**src/rtl/dm_load_unit.sv**
```systemverilog
// Load-side data-memory port: alignment/range check, single word read, lane select
// and sign/zero extension, returned to WB over a valid/ready handshake.
module dm_load_unit #(
  parameter logic [31:0] ADDR_LO = 32'h0000_0000,
  parameter logic [31:0] ADDR_HI = 32'h0000_3FFF,
  parameter int unsigned TIMEOUT = 16
) (
  input  logic        clk,
  input  logic        reset,
  input  logic        req_valid,
  output logic        req_ready,
  input  logic [31:0] req_addr,
  input  logic [2:0]  req_type,
  input  logic [31:0] req_pc,
  output logic        mem_rd_en,
  output logic [31:0] mem_addr,
  input  logic [31:0] mem_rdata,
  input  logic        mem_rvalid,
  output logic        rsp_valid,
  input  logic        rsp_ready,
  output logic [31:0] rsp_data,
  output logic [31:0] rsp_pc,
  output logic        adel,
  output logic        bus_err
);

  typedef enum logic [1:0] {
    S_IDLE,
    S_ISSUE,
    S_WAIT,
    S_RESP
  } state_t;

  typedef enum logic [2:0] {
    LD_LW  = 3'b000,
    LD_LH  = 3'b001,
    LD_LHU = 3'b010,
    LD_LB  = 3'b011,
    LD_LBU = 3'b100
  } ld_type_t;

  localparam int unsigned CNT_W = (TIMEOUT > 2) ? $clog2(TIMEOUT) : 1;
  localparam logic [CNT_W-1:0] CNT_LAST = CNT_W'(TIMEOUT - 1);

  state_t           state, state_nx;
  logic [1:0]       addr_lo_q;
  logic [2:0]       type_q;
  logic [31:0]      pc_q;
  logic [31:0]      mem_addr_q;
  logic [31:0]      rsp_data_q;
  logic             adel_q, bus_err_q;
  logic [CNT_W-1:0] wait_cnt;

  logic             misaligned, out_of_range, req_bad;
  logic [7:0]       lane_b;
  logic [15:0]      lane_h;
  logic [31:0]      load_val;

  // Offset compare keeps the range check correct for any ADDR_LO, including 0.
  always_comb begin
    misaligned = 1'b0;
    case (req_type)
      LD_LH, LD_LHU: misaligned = req_addr[0];
      LD_LB, LD_LBU: misaligned = 1'b0;
      default:       misaligned = |req_addr[1:0];
    endcase
    out_of_range = (req_addr - ADDR_LO) > (ADDR_HI - ADDR_LO);
    req_bad      = misaligned | out_of_range;
  end

  always_comb begin
    lane_b   = mem_rdata[{addr_lo_q, 3'b000} +: 8];
    lane_h   = addr_lo_q[1] ? mem_rdata[31:16] : mem_rdata[15:0];
    load_val = mem_rdata;
    case (type_q)
      LD_LH:   load_val = {{16{lane_h[15]}}, lane_h};
      LD_LHU:  load_val = {16'h0000, lane_h};
      LD_LB:   load_val = {{24{lane_b[7]}}, lane_b};
      LD_LBU:  load_val = {24'h00_0000, lane_b};
      default: load_val = mem_rdata;
    endcase
  end

  always_ff @(posedge clk) begin
    if (reset) state <= S_IDLE;
    else       state <= state_nx;
  end

  always_comb begin
    state_nx  = state;
    req_ready = 1'b0;
    mem_rd_en = 1'b0;
    rsp_valid = 1'b0;
    case (state)
      S_IDLE: begin
        req_ready = 1'b1;
        if (req_valid) state_nx = req_bad ? S_RESP : S_ISSUE;
      end
      S_ISSUE: begin
        mem_rd_en = 1'b1;
        state_nx  = S_WAIT;
      end
      S_WAIT: begin
        if (mem_rvalid || (wait_cnt == CNT_LAST)) state_nx = S_RESP;
      end
      S_RESP: begin
        rsp_valid = 1'b1;
        if (rsp_ready) state_nx = S_IDLE;
      end
      default: state_nx = S_IDLE;
    endcase
  end

  // mem_addr is only reloaded on the way into ISSUE, so rejected requests leave it intact.
  always_ff @(posedge clk) begin
    if (reset) begin
      addr_lo_q  <= '0;
      type_q     <= '0;
      pc_q       <= '0;
      mem_addr_q <= '0;
      rsp_data_q <= '0;
      adel_q     <= 1'b0;
      bus_err_q  <= 1'b0;
      wait_cnt   <= '0;
    end else begin
      case (state)
        S_IDLE: begin
          if (req_valid) begin
            addr_lo_q <= req_addr[1:0];
            type_q    <= req_type;
            pc_q      <= req_pc;
            if (req_bad) begin
              rsp_data_q <= '0;
              adel_q     <= 1'b1;
              bus_err_q  <= 1'b0;
            end else begin
              mem_addr_q <= {req_addr[31:2], 2'b00};
            end
          end
        end
        S_ISSUE: wait_cnt <= '0;
        S_WAIT: begin
          if (mem_rvalid) begin
            rsp_data_q <= load_val;
            adel_q     <= 1'b0;
            bus_err_q  <= 1'b0;
          end else if (wait_cnt == CNT_LAST) begin
            rsp_data_q <= '0;
            adel_q     <= 1'b0;
            bus_err_q  <= 1'b1;
          end else begin
            wait_cnt <= wait_cnt + 1'b1;
          end
        end
        S_RESP: begin
          if (rsp_ready) begin
            adel_q    <= 1'b0;
            bus_err_q <= 1'b0;
          end
        end
        default: ;
      endcase
    end
  end

  assign mem_addr = mem_addr_q;
  assign rsp_data = rsp_data_q;
  assign rsp_pc   = pc_q;
  assign adel     = adel_q;
  assign bus_err  = bus_err_q;

endmodule

```
**config.mk**
```make
export PLATFORM = sky130hd
export DESIGN_NAME = dm_load_unit
export DESIGN_NICKNAME = d
export VERILOG_FILES = /design/src/rtl/dm_load_unit.sv
export SDC_FILE = /design/constraint.sdc
export NUM_CORES = 1
export LEC_CHECK = 0
export ABC_AREA = 0
export BUFFER_PORTS_ARGS = -buffer_cell sky130_fd_sc_hd__buf_2
export CAP_MARGIN = 40
export CORE_MARGIN = 4
export CORE_UTILIZATION = 48
export DETAILED_ROUTE_END_ITERATION = 16
export PLACE_DENSITY_LB_ADDON = 0.05
export SETUP_SLACK_MARGIN = 0.2
export SYNTH_ARGS = -nofsm -noshare
export SYNTH_HDL_FRONTEND = slang
export SYNTH_SLANG_ARGS = --single-unit
```
**constraint.sdc**
```tcl
create_clock -name clk -period 2.8 [get_ports clk]
set_input_delay 0.84 -clock clk [delete_from_list [all_inputs] [get_ports clk]]
set_output_delay 0.84 -clock clk [all_outputs]
set_load 0.01 [all_outputs]
```
# --- After elaboration in Yosys (flattened, before gate mapping) ---
# Cells that the tools add are included.
totals:
  ff_bits: 107
  latchBits: 0
  ram_bits: 0
  mem_bits_ro: 0
  input_bits: 104
  output_inout_bits: 101
  word_cells: 77
  memories: 0
op_classes:
  n_addsub: 1
  n_mul: 0
  div: 0
  order_cmp: 1
  eq_ne: 19
  n_shift: 1
  n_mux: 30
  bitwise_logic: 2
  n_reduce_logical: 14
ops:
  columns: ["operator", "n"]
  rows:
  - ["$mux W32", 4]
  - ["$pmux W32 S4", 1]
  - ["$pmux W32 S2", 1]
  - ["$gt A32 B14 Y1 const B", 1]
  - ["$shiftx A32 B6 Y8", 1]
  - ["$mux W16", 1]
  - ["$eq A3 B2 Y1 const B", 4]
  - ["$mux W1", 12]
  - ["$ne A2 B2 Y1 const B", 6]
  - ["$reduce_and A3 Y1", 3]
  - ["$mux W2", 4]
  - ["$mux W4", 2]
  - ["$pmux W2 S4", 1]
  - ["$pmux W4 S2", 1]
  - ["$eq A3 B1 Y1 const B", 2]
  - ["$eq A3 B3 Y1 const B", 2]
  - ["$pmux W1 S3", 2]
  - ["$reduce_or A2 Y1", 3]
  - ["$reduce_and A5 Y1", 1]
  - ["$add A4 B1 Y4 const B", 1]
  - ["$eq A2 B2 Y1 const B", 2]
  - ["$eq A4 B4 Y1 const B", 1]
  - ["$reduce_and A4 Y1", 1]
  - ["$reduce_bool A2 Y1", 2]
  - ["9 further kinds", 9]

# --- Longest topological paths before layout ---
# Gate-level depths: netlist of the first run.
depth:
  ltp_word: 7
  depth_mapped: 9
  mapped_depth_nobuf: 7

# --- Worst setup path after synthesis of the first run ---
# No wires, ideal clock.
synth_timing:
  path_type: "input port to flip-flop"
  from: "input port req_addr[14]"
  to: "register rsp_data_q[7], in the netlist rsp_data[7]"
  setup_time_ns: 0.121
  arrival_ns: 2.190
  required_time_ns: 2.679
  setup_slack_ns: 0.489
  path_stages: 5
  n_path_buf: 0
  path_cell_list: "or4_4 -> nor2_8 -> o211ai_4 -> nand2_4 -> mux2_2"
synth_via:
  elab_chain_len: 4
synth_rtl:
  columns: ["item", "line_no", "source"]
  rows:
  - ["from (decl)", "12", "input logic [31:0] req_addr,"]
  - ["$gt A32 B14 Y1", "67", "out_of_range = (req_addr - ADDR_LO) > (ADDR_HI - ADDR_LO);"]
  - ["$or A1 B1 Y1", "68", "req_bad = misaligned | out_of_range;"]
  - ["$ne A2 B2 Y1 (no source line)", null, null]
  - ["$reduce_and A4 Y1 (no source line)", null, null]
  - ["to (signal assigned)", "144", "rsp_data_q <= load_val;"]
  - ["to (decl)", "50", "logic [31:0] rsp_data_q;"]
# Every way passes these cells.
# A chain may end at the register's enable or synchronous reset.

# --- Final worst setup path of the first run ---
layout_timing:
  from: "register state[1]"
  to: "output port req_ready"
layout_via:
  elab_chain_len: 2
layout_rtl:
  columns: ["item", "line_no", "source"]
  rows:
  - ["from (decl)", "45", "state_t state, state_nx;"]
  - ["from (signal assigned)", "86", "else state <= state_nx;"]
  - ["$logic_not A2 Y1", "94", "case (state)"]
  - ["$mux W1", "94", null]
  - ["to (decl)", "11", "output logic req_ready,"]
# Every way passes these cells.

==> results.md, run 1 <==
- Critical path, cell by cell: inv_1, ha_1, buf_4, buf_2
- GR Util All Layers: roughly 21%
- Most frequent cells in the layout: buf_2, dfxtp_1, nand2_1
- Worst stage delay on the critical path: 0.42 ns
- DRC errors left: 0
- Pre-antenna DRT Iters: 5
- Port buffer count: 202
- Reg clk slew, reported paths: 0.10 ns
- Ant diodes: 0
- HP Class: flip-flop to flip-flop
- Max-Cap Viols: 0
- RSZ-0062 raised after global routing: false
- Initial Util: between 50% and 60%
- #FFs+latches synth: 107
- Cell count after synthesis: between 500 and 600
- Initial antenna violation count: 0
- CP endpoint kind: output port
- Crit-path max FO: 9
- Clk_skew: 0.0131 ns
- First-pass GRT wire length: 20,000 µm
- Worst-Margin Slew: 0.645 ns
- Max_slew headroom: 55.8%
- Fin. Hold Viols: 0
- Grt ovf: 0
- Setup TNS: 0 ns
- TritonCTS clock tree: built
- Status: complete, no violations
- WL per Instance: 14.9 µm
- Maximum root-to-sink buffer count: 2
- Fill count: 836
- Clock Root Buffer: clkbuf_8
- CP Launch Type: flip-flop
- EDFF count, synth: 0
- # clock sinks: 107
- Syn_area_per_cell: 9.16 µm²
- CP delay by family, top: flip-flops
- CP Class: flip-flop to output port
- Die area: 11,500 µm²
- Pins Over Slew Limit: 0
- Peak supply drop: 363 µV
- Largest net degree at the start of global routing: 60
- Die height: 107 µm
- Synthesis-to-layout area growth: 27.8%
- H-Tree Depth: 3
- Vias in the first global route: approximately 4.3k
- Leakage: 2.86 nW
- Post-cts hold buffer count: 0
- I/O pin count: 205
- Netlist Area Pre-Place: 4730 µm²
- Via count: 4,365
- Core footprint: 9420 µm²
- Final period utilization: 79.3%
- Routed Wire Length: roughly 13,000 µm
- Max Clk Rate: about 0.45 GHz
- Vias per cell: just over 5
- Top FF cell, synth: dfxtp_1
- WP buf/inv: 3
- Post-DP HPWL: around 9600 µm
- Tmin final: between 2 and 2.5 ns
- Yosys warns: 0
- Antenna viol nets, final: 0
- Die X: 107 µm
- Asr flop ratio synth: 0%
- Power per cell area: 687 nW/µm²
- Crit path DAT: 1.38 ns
- Commonest non-fill, non-tap cell in the layout: buf_2
- Initial DRC Count: 168
- Critical Path RT: 1.96 ns
- Endpoints failing setup: 0
- Post_cts resized: 0
- Post-CTS setup buffers: 0
- Distinct cells, synth: 55
- Final nets: roughly 820
- Cell Rows: 35
- Post-synthesis sequential area ratio: 45.2%
- Total power: 0.00415 W
- Cts bufs inserted: 9
- Crit-path slowest cell: dfxtp_1
- Clock latency at the later pin of the worst-skew pair: 0.37 ns
- Layout cells sized above 1: between 30% and 40%
- Global placer's final weighted congestion: 0.901
-- worst paths after layout --
check	to	slack, ns	cells past startpoint	from
min reg2reg	rsp_pc[9]	0.46	2	rsp_pc[9]
min	rsp_pc[9]	0.46	2	rsp_pc[9]
max reg2reg	rsp_data[7]	0.59	8	state[1]
max	req_ready	0.58	4	state[1]
-- cell type report --
type                            count  area [µm²]  area share, %
Multi-Input combinational cell    366        2380           39.3
Clock buffer                        9         124           2.05
Tap cell                          129         161           2.67
Timing Repair Buffer              215        1120           18.6
Sequential cell                   107        2140           35.4
Clock inverter                      7        85.1           1.41
Inverter                           10        37.5          0.620
-- worst min-delay path, cell delays in order (launching register included) --
cell	delay, ns
dfxtp_1	0.32
nand2_1	0.05
a21oi_1	0.05
-- power by group --
| group | internal (W) | switching, W | leakage [nW] |
|---|---|---|---|
| Sequential | 0.00167 | 0.000107 | 0.868 |
| Combinational | 0.000550 | 0.000846 | 1.89 |
| Clock | 0.000429 | 0.000549 | 0.0995 |
| Total | 0.00265 | 0.00150 | 2.86 |
-- sequential cells by signal, summed over array words and instances (netlist names) --
| signal | count |
|---|---|
| rsp_data | 32 |
| rsp_pc | 32 |
| mem_addr | 30 |
| wait_cnt | 4 |
| type_q | 3 |
| addr_lo_q | 2 |
| state | 2 |
| adel | 1 |
| bus_err | 1 |
-- through the flow --
stage | setup slack (ns) | instances | cell area [µm²] | hold slack, ns | utilization [%]
after floorplan | 0.489 | 518 | 4740 | 0.478 | -
after global placement | 0.307 | 826 | 5830 | 0.437 | 61.9
after detailed placement | 0.279 | 827 | 5840 | 0.441 | 62.0
after CTS | 0.569 | 843 | 6050 | 0.459 | 64.3
after global routing | 0.404 | 843 | 6050 | 0.481 | 64.3
final | 0.580 | 843 | 6050 | 0.456 | 64.3
-- routing by layer --
metal	share of wire [%]	vias to the layer above	GRT usage [%]	wire length, µm
li1	-	2196	-	-
met1	41	1977	26.3	5170
met2	49	170	36.3	6110
met3	8.3	22	5.82	1040
met4	2.2	0	7.03	271
met5	0	-	0	0
-- synth_stat cells, types with 4 or more instances --
| cell | number | area share (%) |
|---|---|---|
| clkbuf_1 | 16 | 1.3 |
| or2_2 | 8 | 1.1 |
| buf_6 | 4 | 0.95 |
| o32ai_1 | 7 | 1.3 |
| buf_2 | 5 | 0.53 |
| a31oi_1 | 11 | 1.5 |
| a211o_1 | 6 | 1.1 |
| buf_4 | 6 | 0.95 |
| nand2_1 | 85 | 6.7 |
| mux2_2 | 4 | 0.95 |
| mux2i_1 | 29 | 6.1 |
| o221ai_1 | 9 | 1.7 |
| a22o_2 | 4 | 0.85 |
| nor2_1 | 46 | 3.6 |
| dfxtp_1 | 107 | 45 |
| buf_1 | 4 | 0.32 |
| and2_1 | 21 | 2.8 |
| a21oi_1 | 44 | 4.7 |
| nor2b_1 | 4 | 0.53 |
| ha_1 | 5 | 1.3 |
| a311oi_1 | 7 | 1.3 |
| inv_1 | 10 | 0.79 |
| o2bb2ai_1 | 16 | 3.0 |
| nand2b_1 | 11 | 1.5 |
-- kinds of logic after synthesis --
group,count (synthesis),share of synthesized area [%]
and+or+nand+nor,199,20.5
AOI/OAI and AO/OA,121,19.6
DFF,107,45.2
buffers and inverters,45,4.81
muxes,34,7.56
adders and majority gates,5,1.32
xor gates and xnor gates,5,0.925
other,1,0.0792
Note: power is estimated with default switching activity, not from simulation.
==> run 2: changes to the inputs <==
--- a/config.mk
+++ b/config.mk
@@ -9,7 +9,7 @@
 export BUFFER_PORTS_ARGS = -buffer_cell sky130_fd_sc_hd__buf_2
 export CAP_MARGIN = 40
 export CORE_MARGIN = 4
-export CORE_UTILIZATION = 48
+export CORE_UTILIZATION = 43
 export DETAILED_ROUTE_END_ITERATION = 16
 export PLACE_DENSITY_LB_ADDON = 0.05
 export SETUP_SLACK_MARGIN = 0.2
==> constraint.sdc (replaced) <==
create_clock -name clk -period 2 [get_ports clk]
set_input_delay 0.6 -clock clk [delete_from_list [all_inputs] [get_ports clk]]
set_output_delay 0.6 -clock clk [all_outputs]
set_load 0.01 [all_outputs]
==> results.md, run 2 (synthesis gave the netlist of run 1 again) <==
- Status: complete, no violations
- I/O pin count: 205 (unchanged)
- Pins Over Slew Limit: 0 (unchanged)
- Initial Util: 43.9% (-6.4 points)
- Clk_skew: 0.0128 ns (-0.000312 ns)
- CP Class: flip-flop to flip-flop
- Max-Cap Viols: 0 (unchanged)
- Crit-path max FO: 7 (-2)
- Hold EP: rsp_pc[12]
- Fill count: 962 (+15%)
- Vias per cell: 5.06 (-2.4%)
- Commonest non-fill, non-tap cell in the layout: buf_2
- Grt met2 use: 35.5% (-0.78 points)
- R2R cell count: 9 (+1)
- Routed Wire Length: 13,700 µm (+9.2%)
- Antenna viol nets, final: 0 (unchanged)
- Layout cells sized above 1: 45.1% (+8.4 points)
- CP Launch Type: flip-flop
- Setup WS post-layout: 0.154 ns (-0.427 ns)
- Finished Cell Area: 6720 µm² (+11%)
- Endpoints failing setup: 0 (unchanged)
- WP buf/inv: 3 (unchanged)
- Initial antenna violation count: 1 (+1)
- CP endpoint kind: flip-flop
- R2R Setup Slk: 0.15 ns (-0.44 ns)
- Crit-path slowest cell: dfxtp_2
- First-pass GRT wire length: 21,600 µm (+7.7%)
- TritonCTS clock tree: built
- Post-DP HPWL: 10,200 µm (+6.7%)
- Worst stage delay on the critical path: 0.34 ns (-0.08 ns)
- WL per Instance: 15.2 µm (+2.1%)
- Port buffer count: 202 (unchanged)
- Max_slew headroom: 67.0% (+11 points)
- Vias in the first global route: 4,555 (+7.1%)
- Via count: 4,560 (+4.5%)
- Critical hold path startpoint: req_pc[12]
- Routing usage on met3: 4.65% (-1.2 points)
- Critical Path RT: 2.28 ns (+0.32 ns)
- Die area: 12,800 µm² (+11%)
- CP delay by family, top: simple AND/OR/NAND/NOR gates
- Clock Root Buffer: clkbuf_8
- HP Class: input pin to flip-flop
- Global placer's final weighted congestion: 0.876 (-2.7%)
- Die height: 113 µm (+5.2%)
- Tmin final: ~1.8 ns
- Final nets: 866 (+5.9%)
- Critical path, cell by cell: inv_2, ha_4, nor4b_4, and3_4, buf_6, o211ai_4, nor3b_4, buf_12, a32o_1
- Pre-antenna DRT Iters: 4 (-1)
- RR Endpoint: rsp_data[6]
- Grt ovf: 0 (unchanged)
- Cells on Worst Hold Path: 3 (+1)
- Ant diodes: 0 (unchanged)
- Met1 Usage GRT: 24.8% (-1.5 points)
- Reg clk slew, reported paths: 0.11 ns (about the same)
- Max Clk Rate: between 0.5 and 0.6 GHz
- RSZ-0062 raised after global routing: true
- Die X: 113 µm (+5.2%)
- Worst-Margin Slew: 0.486 ns (-0.159 ns)
- Fin. Hold Viols: 0 (unchanged)
- DRC errors left: 0 (unchanged)
- R2R Path Start: state[1]
- Cell Rows: 38 (+8.6%)
- Synthesis-to-layout area growth: 41.9%
- Leakage: 3.15 nW (+10%)
- Pre-CTS setup slack: -0.240 ns (-0.518 ns)
- Maximum root-to-sink buffer count: 2 (unchanged)
- Peak supply drop: 531 µV (+46%)
- # clock sinks: 107 (unchanged)
- Core footprint: 10,800 µm² (+15%)
- Most frequent cells in the layout: buf_2, dfxtp_1, nand2_1
- H-Tree Depth: 3 (unchanged)
- Final period utilization: between 90% and 100%
- Largest net degree at the start of global routing: 38 (-37%)
- Setup TNS: 0 ns (unchanged)
- DP Area: 6160 µm² (+5.5%)
- Crit path DAT: 2.13 ns (+0.75 ns)
- Clock latency at the later pin of the worst-skew pair: 0.38 ns (about the same)
- Post-cts hold buffer count: 0 (unchanged)
- Initial DRC Count: 167 (-0.60%)
- Cts bufs inserted: 9 (unchanged)
- Power per cell area: 954 nW/µm² (+39%)
- GRT Max-Usage Layer: met2
- GR Util All Layers: 20.7% (-0.73 points)
## run 2: cell count changes in the layout (fill, tap and decap cells not counted), sizes merged
| cell | delta |
|---|---|
| bufinv | -1 |
| clkinv | -1 |
| inv | +2 |
| buf | +48 |
## run 2: final cells by class
| cell class | count | area (µm²) | share of cell area (%) |
|---|---|---|---|
| timing repair buffer | 263 | 1590 | 23.6 |
| clock buffer | 9 | 124 | 1.84 |
| clock inverter | 7 | 68.8 | 1.02 |
| inverter | 10 | 40.0 | 0.596 |
| multi-input combinational | 366 | 2580 | 38.3 |
| sequential | 107 | 2150 | 32.0 |
| tap | 140 | 175 | 2.61 |
## run 2: report_power, final
group	internal, W	total (W)	leakage (nW)	switching, W
clock network	0.000485	0.00130	0.0915	0.000818
registers	0.00235	0.00248	0.869	0.000129
logic	0.00121	0.00263	2.19	0.00143
## run 2: worst reg2reg max path, delay by kind of cell (launching register included)
kind | cells | cell delay [ns]
adder cells (fa/ha/maj) | 1 | 0.15
buffers and inverters | 3 | 0.33
AND/OR/NAND/NOR | 3 | 0.61
flip-flops | 1 | 0.34
AO/OA/AOI/OAI | 2 | 0.33
## run 2: metrics by stage
step           power [W]  cells  utilization [%]  hold slack, ns
2_1_floorplan    0.00384    518                -           0.478
3_3_place_gp     0.00469    874             57.1           0.438
3_5_place_dp     0.00475    874             57.1           0.443
4_1_cts          0.00629    897             60.5           0.418
5_1_grt          0.00681    902             62.3           0.433
6_report         0.00641    902             62.3           0.440
## run 2: how the worst max path moves through the flow
stage	start	depth (start not counted)	end
floorplan	req_addr[20]	5	rsp_data[7]
global placement	req_addr[20]	7	mem_addr[12]
detailed placement	req_addr[20]	7	mem_addr[11]
CTS	state[0]	9	rsp_data[6]
global route	state[0]	9	rsp_data[6]
finish	state[1]	9	rsp_data[6]
## run 2: per-layer routing
layer | part of all wire (%) | wire [µm]
met5 | 0.051 | 7
met4 | 2.6 | 353
met3 | 6.3 | 862
met2 | 48 | 6660
met1 | 43 | 5860
## run 2: repair_timing
item,in CTS,in global routing
hold endpoints to repair,0,0
pin swaps,5,10
gates resized for setup,26,31
endpoints found under the setup margin,67,56
buffers inserted,7,5
==> run 3: changes to the inputs <==
--- a/config.mk
+++ b/config.mk
@@ -6,11 +6,11 @@
 export NUM_CORES = 1
 export LEC_CHECK = 0
 export ABC_AREA = 0
-export BUFFER_PORTS_ARGS = -buffer_cell sky130_fd_sc_hd__buf_2
 export CAP_MARGIN = 40
 export CORE_MARGIN = 4
-export CORE_UTILIZATION = 43
+export CORE_UTILIZATION = 57
 export DETAILED_ROUTE_END_ITERATION = 16
+export DONT_BUFFER_PORTS = 1
 export PLACE_DENSITY_LB_ADDON = 0.05
 export SETUP_SLACK_MARGIN = 0.2
 export SYNTH_ARGS = -nofsm -noshare
==> results.md, run 3 (synthesis gave the netlist of run 1 again) <==
- Post-DP HPWL: 8430 µm (-17%)
- First-pass GRT wire length: 18,000 µm (-17%)
- CP Launch Type: flip-flop
- Combinational Power Share: 32.9% (-8.1 points)
- Global placer's final weighted congestion: 0.882 (+0.64%)
- Initial DRC Count: 125 (-25%)
- Port buffer count: 0 (-100%)
- Vias in the first global route: 3,554 (-22%)
- Synthesis-to-layout area growth: 13.3%
- Pre-antenna DRT Iters: 4 (unchanged)
- Die height: 99.1 µm (-12%)
- Final nets: 643 (-26%)
- HP Class: input pin to flip-flop
- Core footprint: 7890 µm² (-27%)
- H-Tree Depth: 3 (unchanged)
- Clk_skew: 0.0104 ns (-0.00236 ns)
- Sw power: 0.00214 W (-9.9%)
- Fill count: 639 (-34%)
- Setup TNS: 0 ns (unchanged)
- CP delay by family, top: buffers and inverters
- Clock Root Buffer: clkbuf_8
- Antenna viol nets, final: 0 (unchanged)
- TritonCTS clock tree: built
- Leakage: 2.10 nW (-33%)
- Worst stage delay on the critical path: 0.35 ns (about the same)
- Pre-CTS setup slack: -0.0892 ns (+0.151 ns)
- Initial antenna violation count: 0 (-1)
- Maximum root-to-sink buffer count: 2 (unchanged)
- Die X: 99.1 µm (-12%)
- Power per cell area: 1090 nW/µm² (+14%)
- # clock sinks: 107 (unchanged)
- Grt ovf: 0 (unchanged)
- Power Internal: 0.00369 W (-8.6%)
- Crit-path max FO: 6 (-1)
- Vias per cell: 5.77 (+14%)
- I/O pin count: 205 (unchanged)
- Clock share of power: 22.4% (+2.1 points)
- GR Util All Layers: 22.3% (+1.5 points)
- Crit-path slowest cell: dfxtp_2
- Cts bufs inserted: 9 (unchanged)
- Peak supply drop: 619 µV (+17%)
- Pins Over Slew Limit: 0 (unchanged)
- Reg clk slew, reported paths: 0.11 ns (about the same)
- Clock latency at the later pin of the worst-skew pair: 0.37 ns (about the same)
- Sequential share of power: 44.7% (+6.1 points)
- Routed Wire Length: 11,500 µm (-17%)
- Ant diodes: 0 (unchanged)
- Tmin final: 1.79 ns (-0.0609 ns)
- CP Class: flip-flop to flip-flop
- Most frequent CP cell: buf_4
- Final period utilization: 89.3% (-3.0 points)
- Most frequent cells in the layout: dfxtp_1, nand2_1, nor2_1
- DRC errors left: 0 (unchanged)
- Endpoints failing setup: 0 (unchanged)
- Layout cells sized above 1: 19.3% (-26 points)
- Max Clk Rate: 0.560 GHz (+3.4%)
- Critical Path RT: 2.26 ns (-0.02 ns)
- WL per Instance: 17.9 µm (+17%)
- Util after Layout: 68.0% (+5.8 points)
- CP endpoint kind: flip-flop
- Cell Rows: 32 (-16%)
- Setup WS post-layout: 0.215 ns (+0.0609 ns)
- Fin. Hold Viols: 0 (unchanged)
- Critical path, cell by cell: inv_2, ha_4, buf_4, inv_1, a21oi_4, nor2_2, buf_4, nand2_4, mux2_4
- Largest net degree at the start of global routing: 72 (+89%)
- Crit path DAT: 2.05 ns (-0.08 ns)
- Commonest non-fill, non-tap cell in the layout: dfxtp_1
- Die area: 9830 µm² (-23%)
- Max-Cap Viols: 0 (unchanged)
- RSZ-0062 raised after global routing: true
- Via count: 3,699 (-19%)
- Initial Util: 60.0% (+16 points)
- Status: complete, no violations
- Post-cts hold buffer count: 0 (unchanged)
- Switching part of the total: 36.7% (-0.32 points)
- WP buf/inv: 4 (+1)
run 3: stage by stage:
stage	cell area, µm²	hold WS [ns]	power [W]	std cells
after floorplan	4750	0.478	0.00384	518
after global placement	4950	0.476	0.00428	613
after detailed placement	4950	0.480	0.00432	613
after CTS	5250	0.268	0.00573	637
after global routing	5370	0.257	0.00618	641
final	5370	0.282	0.00583	641
run 3: repair_timing:
item,CTS,global route
endpoints found under the setup margin,65,54
endpoints found under the hold margin,0,0
gates resized for setup,13,17
gates cloned,1,0
pin swaps,4,6
setup buffers,7,4
run 3: area by class of cell:
| cell class | instances | area, µm² | share of cell area, % |
|---|---|---|---|
| tap | 102 | 128 | 2.38 |
| multi-input combinational | 367 | 2490 | 46.5 |
| sequential | 107 | 2150 | 40.0 |
| clock buffer | 9 | 124 | 2.31 |
| timing repair buffer | 39 | 354 | 6.60 |
| clock inverter | 7 | 78.8 | 1.47 |
| inverter | 10 | 40.0 | 0.746 |
run 3: power groups by stage:
stage	logic, W	registers [W]	clock network, W
floorplan	0.00126	0.00258	0
global placement	0.00164	0.00264	0
detailed placement	0.00168	0.00265	0
CTS	0.00178	0.00261	0.00134
global route	0.00211	0.00264	0.00143
finish	0.00192	0.00261	0.00130
run 3: path summary, 6_finish.rpt:
check | startpoint | to | slack, ns | cells past startpoint
max | state[1] | rsp_data[7] | 0.21 | 9
min | reset | mem_addr[2] | 0.28 | 1
max reg2reg | state[1] | rsp_data[7] | 0.21 | 9
min reg2reg | rsp_pc[19] | rsp_pc[19] | 0.50 | 2
run 3: routing by layer:
metal  up-vias  part of all wire (%)  track usage (%)
met1      1686                    41             29.2
met3        13                    11             7.50
met4         0                   1.2             7.14
met5         -                     0                0
li1       1849                     -                -
met2       151                    47             34.7
